--- src/rtl/alu_seq.sv ---
// alu_seq: handshaked 16-op ALU with start/busy/done control.
// Single-cycle ops finish one edge after accept. MUL (shift-add) and DIV
// (restoring) run one iteration per cycle and finish WIDTH edges after accept.
// DIV by zero finishes in one edge, returns all ones and sets div_by_zero.
module alu_seq #(
    parameter int WIDTH = 72,
    parameter int IMM_W = 16
) (
    input  logic             clk,
    input  logic             rst_n,
    input  logic             start,
    input  logic [3:0]       op,
    input  logic [WIDTH-1:0] A,
    input  logic [WIDTH-1:0] B,
    output logic [WIDTH-1:0] C,
    output logic             busy,
    output logic             done,
    output logic             div_by_zero
);

    localparam int SHW = $clog2(WIDTH);
    localparam logic [SHW-1:0] CNT_LAST = SHW'(WIDTH - 1);
    localparam logic [WIDTH-1:0] ZERO_W = {WIDTH{1'b0}};
    localparam logic [WIDTH-1:0] ONES_W = {WIDTH{1'b1}};

    localparam logic [3:0] OP_ADD  = 4'd0;
    localparam logic [3:0] OP_SUB  = 4'd1;
    localparam logic [3:0] OP_MUL  = 4'd2;
    localparam logic [3:0] OP_DIV  = 4'd3;
    localparam logic [3:0] OP_LSL  = 4'd4;
    localparam logic [3:0] OP_LSR  = 4'd5;
    localparam logic [3:0] OP_ADDI = 4'd6;
    localparam logic [3:0] OP_SUBI = 4'd7;
    localparam logic [3:0] OP_ANDI = 4'd8;
    localparam logic [3:0] OP_LAND = 4'd9;
    localparam logic [3:0] OP_LOR  = 4'd10;
    localparam logic [3:0] OP_XOR  = 4'd11;
    localparam logic [3:0] OP_EQ   = 4'd12;
    localparam logic [3:0] OP_NE   = 4'd13;
    localparam logic [3:0] OP_LT   = 4'd14;
    localparam logic [3:0] OP_GT   = 4'd15;

    typedef enum logic [0:0] {
        S_IDLE = 1'b0,
        S_EXEC = 1'b1
    } state_t;

    state_t           state_r, state_nxt_s;
    logic [3:0]       op_r, op_nxt_s;
    logic [WIDTH-1:0] a_r, a_nxt_s;      // MUL: multiplicand, DIV: dividend/quotient
    logic [WIDTH-1:0] b_r, b_nxt_s;      // MUL: multiplier, DIV: divisor
    logic [WIDTH-1:0] acc_r, acc_nxt_s;  // MUL: partial product, DIV: remainder
    logic [SHW-1:0]   cnt_r, cnt_nxt_s;
    logic             iter_r, iter_nxt_s;
    logic [WIDTH-1:0] c_r, c_nxt_s;
    logic             done_r, done_nxt_s;
    logic             dbz_r, dbz_nxt_s;

    logic             accept_s;
    logic             fin_s;
    logic [WIDTH-1:0] mul_acc_s;
    logic [WIDTH:0]   rem_shift_s;
    logic [WIDTH:0]   diff_s;
    logic             div_ge_s;
    logic [WIDTH-1:0] quo_nxt_s;
    logic [WIDTH-1:0] single_res_s;

    // Zero-extend a boolean to the datapath width.
    function automatic logic [WIDTH-1:0] to_w(input logic f_bit);
        return {{(WIDTH-1){1'b0}}, f_bit};
    endfunction

    // Result of every single-cycle opcode from latched operands.
    function automatic logic [WIDTH-1:0] alu_single(
        input logic [3:0]       f_op,
        input logic [WIDTH-1:0] f_a,
        input logic [WIDTH-1:0] f_b
    );
        logic signed [IMM_W-1:0] imm;
        logic [WIDTH-1:0]        sext;
        logic [SHW-1:0]          shamt;
        logic                    sh_over;
        logic [WIDTH-1:0]        res;
        imm     = $signed(f_b[IMM_W-1:0]);
        sext    = WIDTH'(imm);
        shamt   = f_b[SHW-1:0];
        sh_over = (32'(shamt) >= 32'(WIDTH));
        case (f_op)
            OP_ADD:  res = f_a + f_b;
            OP_SUB:  res = f_a - f_b;
            OP_LSL:  res = sh_over ? ZERO_W : (f_a << shamt);
            OP_LSR:  res = sh_over ? ZERO_W : (f_a >> shamt);
            OP_ADDI: res = f_a + sext;
            OP_SUBI: res = f_a - sext;
            OP_ANDI: res = f_a & sext;
            OP_LAND: res = to_w((f_a != ZERO_W) && (f_b != ZERO_W));
            OP_LOR:  res = to_w((f_a != ZERO_W) || (f_b != ZERO_W));
            OP_XOR:  res = f_a ^ f_b;
            OP_EQ:   res = to_w(f_a == f_b);
            OP_NE:   res = to_w(f_a != f_b);
            OP_LT:   res = to_w(f_a < f_b);
            OP_GT:   res = to_w(f_a > f_b);
            default: res = ZERO_W;
        endcase
        return res;
    endfunction

    assign accept_s     = start && (state_r == S_IDLE);
    assign mul_acc_s    = acc_r + (b_r[0] ? a_r : ZERO_W);
    assign rem_shift_s  = {acc_r, a_r[WIDTH-1]};
    assign diff_s       = rem_shift_s - {1'b0, b_r};
    assign div_ge_s     = ~diff_s[WIDTH];
    assign quo_nxt_s    = {a_r[WIDTH-2:0], div_ge_s};
    assign single_res_s = alu_single(op_r, a_r, b_r);

    assign C           = c_r;
    assign busy        = (state_r == S_EXEC);
    assign done        = done_r;
    assign div_by_zero = dbz_r;

    // Detect the cycle in which the operation in flight writes its result.
    always_comb begin
        fin_s = 1'b0;
        if (state_r == S_EXEC) begin
            if (iter_r) begin
                fin_s = (cnt_r == CNT_LAST);
            end else begin
                fin_s = 1'b1;
            end
        end else begin
            fin_s = 1'b0;
        end
    end

    // State register.
    always_ff @(posedge clk) begin
        if (!rst_n) begin
            state_r <= S_IDLE;
        end else begin
            state_r <= state_nxt_s;
        end
    end

    // Next-state logic: IDLE -> EXEC on accept, EXEC -> IDLE on completion.
    always_comb begin
        state_nxt_s = state_r;
        case (state_r)
            S_IDLE: begin
                if (accept_s) begin
                    state_nxt_s = S_EXEC;
                end else begin
                    state_nxt_s = S_IDLE;
                end
            end
            S_EXEC: begin
                if (fin_s) begin
                    state_nxt_s = S_IDLE;
                end else begin
                    state_nxt_s = S_EXEC;
                end
            end
            default: state_nxt_s = S_IDLE;
        endcase
    end

    // Output and datapath next values: operand latch, iteration step, result write.
    always_comb begin
        op_nxt_s   = op_r;
        a_nxt_s    = a_r;
        b_nxt_s    = b_r;
        acc_nxt_s  = acc_r;
        cnt_nxt_s  = cnt_r;
        iter_nxt_s = iter_r;
        c_nxt_s    = c_r;
        done_nxt_s = 1'b0;
        dbz_nxt_s  = dbz_r;
        case (state_r)
            S_IDLE: begin
                if (accept_s) begin
                    op_nxt_s   = op;
                    a_nxt_s    = A;
                    b_nxt_s    = B;
                    acc_nxt_s  = ZERO_W;
                    cnt_nxt_s  = {SHW{1'b0}};
                    iter_nxt_s = (op == OP_MUL) || ((op == OP_DIV) && (B != ZERO_W));
                    dbz_nxt_s  = 1'b0;
                end else begin
                    done_nxt_s = 1'b0;
                end
            end
            S_EXEC: begin
                if (iter_r) begin
                    cnt_nxt_s = cnt_r + {{(SHW-1){1'b0}}, 1'b1};
                    if (op_r == OP_MUL) begin
                        acc_nxt_s = mul_acc_s;
                        a_nxt_s   = a_r << 1;
                        b_nxt_s   = b_r >> 1;
                        c_nxt_s   = fin_s ? mul_acc_s : c_r;
                    end else begin
                        acc_nxt_s = div_ge_s ? diff_s[WIDTH-1:0] : rem_shift_s[WIDTH-1:0];
                        a_nxt_s   = quo_nxt_s;
                        c_nxt_s   = fin_s ? quo_nxt_s : c_r;
                    end
                    done_nxt_s = fin_s;
                end else begin
                    done_nxt_s = 1'b1;
                    if (op_r == OP_DIV) begin
                        c_nxt_s   = ONES_W;
                        dbz_nxt_s = 1'b1;
                    end else begin
                        c_nxt_s = single_res_s;
                    end
                end
            end
            default: begin
                done_nxt_s = 1'b0;
            end
        endcase
    end

    // Datapath and output registers; reset aborts any op without a done pulse.
    always_ff @(posedge clk) begin
        if (!rst_n) begin
            op_r   <= 4'd0;
            a_r    <= ZERO_W;
            b_r    <= ZERO_W;
            acc_r  <= ZERO_W;
            cnt_r  <= {SHW{1'b0}};
            iter_r <= 1'b0;
            c_r    <= ZERO_W;
            done_r <= 1'b0;
            dbz_r  <= 1'b0;
        end else begin
            op_r   <= op_nxt_s;
            a_r    <= a_nxt_s;
            b_r    <= b_nxt_s;
            acc_r  <= acc_nxt_s;
            cnt_r  <= cnt_nxt_s;
            iter_r <= iter_nxt_s;
            c_r    <= c_nxt_s;
            done_r <= done_nxt_s;
            dbz_r  <= dbz_nxt_s;
        end
    end

endmodule

--- config.mk ---
export PLATFORM = sky130hd
export DESIGN_NAME = alu_seq
export DESIGN_NICKNAME = d
export VERILOG_FILES = /design/src/rtl/alu_seq.sv
export SDC_FILE = /design/constraint.sdc
export NUM_CORES = 2
export LEC_CHECK = 0
export ABC_AREA = 0
export CELL_PAD_IN_SITES_DETAIL_PLACEMENT = 1
export CELL_PAD_IN_SITES_GLOBAL_PLACEMENT = 2
export CORE_MARGIN = 1
export CORE_UTILIZATION = 30
export DETAILED_ROUTE_END_ITERATION = 8
export PLACE_DENSITY = 0.73
export SLEW_MARGIN = 20
export SYNTH_ARGS = -nofsm -noshare
export SYNTH_HDL_FRONTEND = slang
export SYNTH_SLANG_ARGS = --single-unit
export TNS_END_PERCENT = 30
--- constraint.sdc ---
create_clock -name clk -period 7.25 [get_ports clk]
set_input_delay 1.45 -clock clk [delete_from_list [all_inputs] [get_ports clk]]
set_output_delay 1.45 -clock clk [all_outputs]
set_load 0.01 [all_outputs]
# --- After elaboration in Yosys (flattened, before gate mapping) ---
# Index checks and enable logic that the tools add are counted.
totals:
  inputBits: 151
  elab_cells: 102
  ff_bits: 303
op_classes:
  n_addsub: 7
  eq_ne: 26
  n_bitwise: 4
  reduce_logical: 14
  shifts: 2
  muxes: 36
  magnitude_cmp: 3
op_table:
  columns: ["operator", "count"]
  rows:
  - ["72-bit two-way mux", 17]
  - ["72-bit one-hot mux with 14 select lines", 1]
  - ["72-bit one-hot mux with 2 select lines", 3]
  - ["72-bit adder", 3]
  - ["72-bit nonzero test", 3]
  - ["72-bit subtractor", 2]
  - ["73-bit by 72-bit subtractor with 73-bit output", 1]
  - ["72-bit bitwise AND", 1]
  - ["72-bit equality test", 1]
  - ["72-bit greater-than comparator", 1]
  - ["72-bit less-than comparator", 1]
  - ["72-bit inequality test", 1]
  - ["72-bit by 7-bit << shifter with 72-bit output", 1]
  - ["72-bit by 7-bit right shift with 72-bit output", 1]
  - ["72-bit bitwise XOR", 1]
  - ["4-bit equality test, second input constant", 8]
  - ["4-bit by 2-bit equality test with 1-bit output, second input constant", 4]
  - ["4-bit by 3-bit equality test with 1-bit output, second input constant", 4]
  - ["7-bit two-way mux", 2]
  - ["7-bit one-hot mux with 2 select lines", 1]
  - ["1-bit two-way mux", 9]
  - ["2-bit by 1-bit inequality test with 1-bit output, second input constant", 4]
  - ["7-bit by 1-bit adder with 7-bit output, second input constant", 1]
  - ["7-bit equality test, second input constant", 1]
  - ["other kinds (10)", 20]

# --- Depth between registers and ports, before layout ---
logic_depth:
  ltp_word: 6
  ltp_mapped: 32

# --- Least setup slack after synthesis ---
# Ideal clock, no wire load.
synth_path:
  kind: "register -> register"
  from: "reg b_r[0]"
  to: "reg c_r[63] (netlist: C[63])"
  path_slack_ns: 1.134
  required_ns: 7.131
  setup_ns: 0.119
  period_less_slack_ns: 6.116
  stages_incl_launch_ff: 28
  n_path_buf: 8
  arrival_ns: 5.997
  cell_sequence: "dfxtp_1 buf_6 buf_6 buf_6 buf_4 inv_1 buf_2 buf_4 ha_1 nor3b_1 nand2_1 nor4_1 clkbuf_1 nand2_1 ha_1 o21ai_0 o21ai_0 ha_1 clkbuf_1 nand4_1 or2_2 or3_1 o31ai_1 a311oi_1 and3_1 o211ai_1 o2111ai_1 o221a_2"
synth_via:
  elab_chain_cells: 5
  word_cells_on_any_way: 16
  cone_classes: "add/sub: 5; order compare: 1; shift: 2; mux: 8"
synth_rtl:
  columns: ["element", "line", "rtl"]
  rows:
  - ["from (decl)", "51", "logic [WIDTH-1:0] b_r, b_nxt_s;"]
  - ["from (signal assigned)", "236", "b_r <= b_nxt_s;"]
  - ["branches (longest 4 deep; another with 72-bit subtractor)", null, null]
  - ["72-bit two-way mux (*)", "192", "if (iter_r) begin"]
  - ["to (signal assigned)", "240", "c_r <= c_nxt_s;"]
  - ["to (decl)", "55", "logic [WIDTH-1:0] c_r, c_nxt_s;"]
# Mark *: on every way between the ends. The select of a mux whose other input is x is not followed.
# A chain may end at the register's enable or synchronous reset.

# --- Worst setup path after layout ---
layout_path:
  from: "reg b_r[0]"
  to: "reg c_r[52] (netlist: C[52])"
# Same word-level chain as after synthesis.

==> metrics list <==
- At the end of routability-driven placement, the weighted congestion stood at 1.047.
- In the final routing, the length of wire on met1 measures 142.9 mm.
* Number of optimization iterations in the first detailed-route pass: 5
* Summed area of non-filler cells in the final layout: 53,110 sq um
- CTS tree: done
- For this run, design rule violations remaining after detail routing come to 0.
- Ports: 226
- Setup violations remaining at the end of the flow were counted as 0.
- The worst setup path is captured at a register.
- Max-cap violations in this run came to 0.
- In the global route stage, overall resource usage came out at 0.4120.
* Synthesized netlist net count: 7,070
* Most frequent cell on the critical path: sky130_fd_sc_hd__o21ai_0
- Worst skew pair latency: 0.71 ns
* Headroom to the max-slew limit: 0.1696
- The critical path is of the reg -> reg type.
- Pin count of the biggest net entering global routing: 144
* Post-synth design cell area: 46,840 sq um
- Buffers inserted during clock tree synthesis total 46.
- ANT nets after route: 0
- Period utilisation layout: 0.9700
* Max layer used: met5
- The min-delay analysis places its worst path in the category reg -> reg.
* Placement row count: 144
- H-Tree Depth: 2
- The final-report hold violation count was 0.
- Outcome: finished, final reports clean
* Most frequently used flop master after synthesis: sky130_fd_sc_hd__dfxtp_1
* Mapped Cells: 6,593
* Share of the synthesized area in the top cell type: 0.1295
- Critical Path Start: b_r[0]$_SDFFE_PN0P_
- Finished Core Util: 0.3436
- The wire-length estimate of the detail-placed layout is 272.7 mm.
- Worst-path cell chain: inv_1 -> ha_1 -> nor3b_1 -> nand2_1 -> nor4_2 -> buf_4 -> buf_4 -> nand2_1 -> ha_1 -> o21ai_0 -> o21ai_0 -> ha_1 -> nand2_1 -> a2111oi_0 -> nand4_1 -> o21ai_0 -> buf_4 -> a41o_1 -> a31oi_1 -> o31a_1 -> xnor2_1 -> a221oi_1 -> o21ai_0
- Origin of the critical flop-to-flop path: b_r[0]$_SDFFE_PN0P_
- Leading area contributor after synthesis: sky130_fd_sc_hd__dfxtp_1
* Static leakage: 0.02061 uW
- The synthesized design contains 303 register bits.
- The die is 397.1 microns tall.
- The region available for standard cell placement spans 154,600 sq um.
- In the routed layout, each cell is associated on average with a via count of 6.560.
* Critical path buffers and inverters: 4
- Counting distinct cell types in the post-synthesis netlist gives 99.
* Ratio of total power to cell area: 197.9 nW/um^2
* Final period demand of the worst path: 7.033 ns
* Die width: 397.1 microns
* Effective utilization at floorplan: 0.3030
- Via count of the first global-routing pass: 55,435
* Met2 wire length: 144.5 mm
* Wire length of the first global-routing pass: 458.2 mm
- Of the cells placed in the final design, the portion with a size suffix greater than 1 is 0.09421.
- Overall die area: 157,700 sq um
- Final Instance Count excl. Fillers: 8,615
- Number of cells in the design after placement: 8,519
* Area Overhead vs Synth: 13.40%
- Setup repair after global routing left no endpoint under its margin.
* Final Slew Violations: 0
- The first routing iteration left 6,017 violations.
* Post-Syn Area per Cell: 7.104 sq um
- At the end of the flow, the number of nets in the layout was 7,002.
- Buffers from clock root to sink, at most: 3
* Total via count after detailed routing: 56,517
* Sum of overflow across all layers after global routing: 0
* Count of buffers from port buffering: 225
- DP Area: 51,450 sq um
- During synthesis, Yosys emitted a total of 0 warnings.
- Among cell families on the critical path, the largest total delay comes from compound AO/OA/AOI/OAI gates.
- DRT Wirelength: 336.0 mm
* Worst VDD drop: 0.1428 mV
- In the detailed route, the total length drawn on met3 is 26.37 mm.
* Average wire per standard cell: 39.01 microns
- For the worst setup path, the data arrival time is 7.56 ns.
* Buffers inserted by post-CTS timing repair: 0
- Yosys instantiated no cell more often than sky130_fd_sc_hd__nor2_1.
- After synthesis, the most frequently instantiated cells are sky130_fd_sc_hd__nor2_1, sky130_fd_sc_hd__a21oi_1, sky130_fd_sc_hd__nand2_1.
- The synthesized design contains 0 enable-type register cells.
- Yosys attributes the largest share of cell area to sky130_fd_sc_hd__dfxtp_1, sky130_fd_sc_hd__ha_1, sky130_fd_sc_hd__a21oi_1.
- STA classifies the critical path startpoint as a register.
- Setup slack on the worst reg-to-reg path comes out at 0.22 ns.
* Crit path capture: C[52]$_SDFFE_PN0P_
- Biggest fanout along the worst timing path: 9
* Clock slew at the register clock pins of the worst setup and hold paths: 0.06 ns
* CP required: 7.77 ns
- At the pin with the least slew margin, the transition time is 1.233 ns.
- Upper clock frequency limit: 142.2 MHz
- Count of cells along the worst register-to-register path: 23
- Total negative slack: 0 ns
* Cts hold-fix bufs: 0
* Destination of the worst register-to-register timing path: C[52]$_SDFFE_PN0P_
- Number of clock sinks: 303
* Share of synthesized flip-flops with an asynchronous set or reset: 0
- Between clock sinks in the finished design, the worst skew comes to 0.04920 ns.
- Hold Slack: 0.4777 ns
- Initial antenna violation count: 27
- For this run, the register share of the synthesized area comes to 0.1295.
- For this design, the slowest cell found on the critical path is sky130_fd_sc_hd__a221oi_1.
* Cell at the root of the clock tree: sky130_fd_sc_hd__clkbuf_16
* Stages on the worst setup path: 23
* Maximum cell stage delay along the critical path: 0.73 ns
## tightest hold or removal path: stages, from the launching register on
cell and delay [ns]:
sky130_fd_sc_hd__dfxtp_1 0.32, sky130_fd_sc_hd__nand2_1 0.06, sky130_fd_sc_hd__a21oi_1 0.05
## what timing repair did
item | CTS | global route
hold endpoints to repair | 0 | 0
setup endpoints to repair | 0 | 2
gates resized for setup | 0 | 1
## cell type report
class / instances / area, sq um
inverters: 160 / 610.6
repair buffers: 485 / 4340
clock inverters: 24 / 276.5
clock buffers: 59 / 1313
flip-flops and latches: 303 / 6091
well taps: 2044 / 2557
diodes: 11 / 27.53
multi-input cells: 5529 / 37900
fillers: 19004 / 101500
## sequential cells by signal (all words and copies together), names as in the netlist, 4 cells and up
name   flops
op_r       4
C         72
b_r       72
acc_r     72
cnt_r      7
a_r       72
## kinds of logic (layout without fill, tap and decap cells)
logic type / count (synthesis) / after routing / synth area share
mux: 464 / 464 / 0.1357
simple gates: 2095 / 2095 / 0.2063
compound gates: 2349 / 2349 / 0.3207
other cells: 0 / 11 / 0
fa+ha+maj: 326 / 326 / 0.08773
xor+xnor: 295 / 295 / 0.05517
flops: 303 / 303 / 0.1295
buf+inv: 761 / 728 / 0.06486
## metrics by stage
stage | setup slack [ns] | total power [uW]
final | 0.2175 | 10510
after global routing | 0.005407 | 10750
after CTS | 0.3604 | 10280
after detailed placement | 0.4258 | 7775
after global placement | 0.4702 | 7765
after floorplan | 1.134 | 5124
## placed cells by master (no fill, tap or decap), drive strengths merged, types with 32 or more instances in the layout
master / n
mux2: 56
o211ai: 81
xnor2: 195
nor3: 115
o21bai: 60
and3: 38
dfxtp: 303
clkdlybuf4s50: 224
ha: 322
a22o: 32
clkbuf: 60
a21oi: 687
inv: 160
and2: 107
buf: 260
o31ai: 41
xor2: 100
nand3: 108
a221oi: 77
o21a: 49
o22ai: 62
a31oi: 58
nand2: 604
or3: 34
nand2b: 50
nor2: 729
o221ai: 51
nor4: 58
mux2i: 279
a21o: 154
a211oi: 238
o21ai: 529
mux4: 129
nand4: 137
## report_power, final
part           internal [uW]  leakage, uW  switching (uW)
Sequential              1780      0.00249             243
Combinational           1850       0.0174            4170
Clock                   1370     0.000747            1100
Total                   5000       0.0206            5510
## metal layers
layer / track usage / vias up
li1: - / 24483
met1: 0.5450 / 28750
met2: 0.6295 / 2693
met3: 0.07139 / 589
met4: 0.2317 / 2
met5: 0 / -
## worst min-delay path by stage
stage | start | end | cells after the start | slack, ns
final | div_by_zero$_SDFFE_PN0P_ | div_by_zero$_SDFFE_PN0P_ | 2 | 0.48
after global routing | div_by_zero$_SDFFE_PN0P_ | div_by_zero$_SDFFE_PN0P_ | 2 | 0.50
after CTS | div_by_zero$_SDFFE_PN0P_ | div_by_zero$_SDFFE_PN0P_ | 2 | 0.47
after detailed placement | div_by_zero$_SDFFE_PN0P_ | div_by_zero$_SDFFE_PN0P_ | 2 | 0.46
after global placement | div_by_zero$_SDFFE_PN0P_ | div_by_zero$_SDFFE_PN0P_ | 2 | 0.46
after floorplan | acc_r[40]$_SDFFE_PN0P_ | acc_r[40]$_SDFFE_PN0P_ | 2 | 0.46
(Power assumes the default switching activity.)
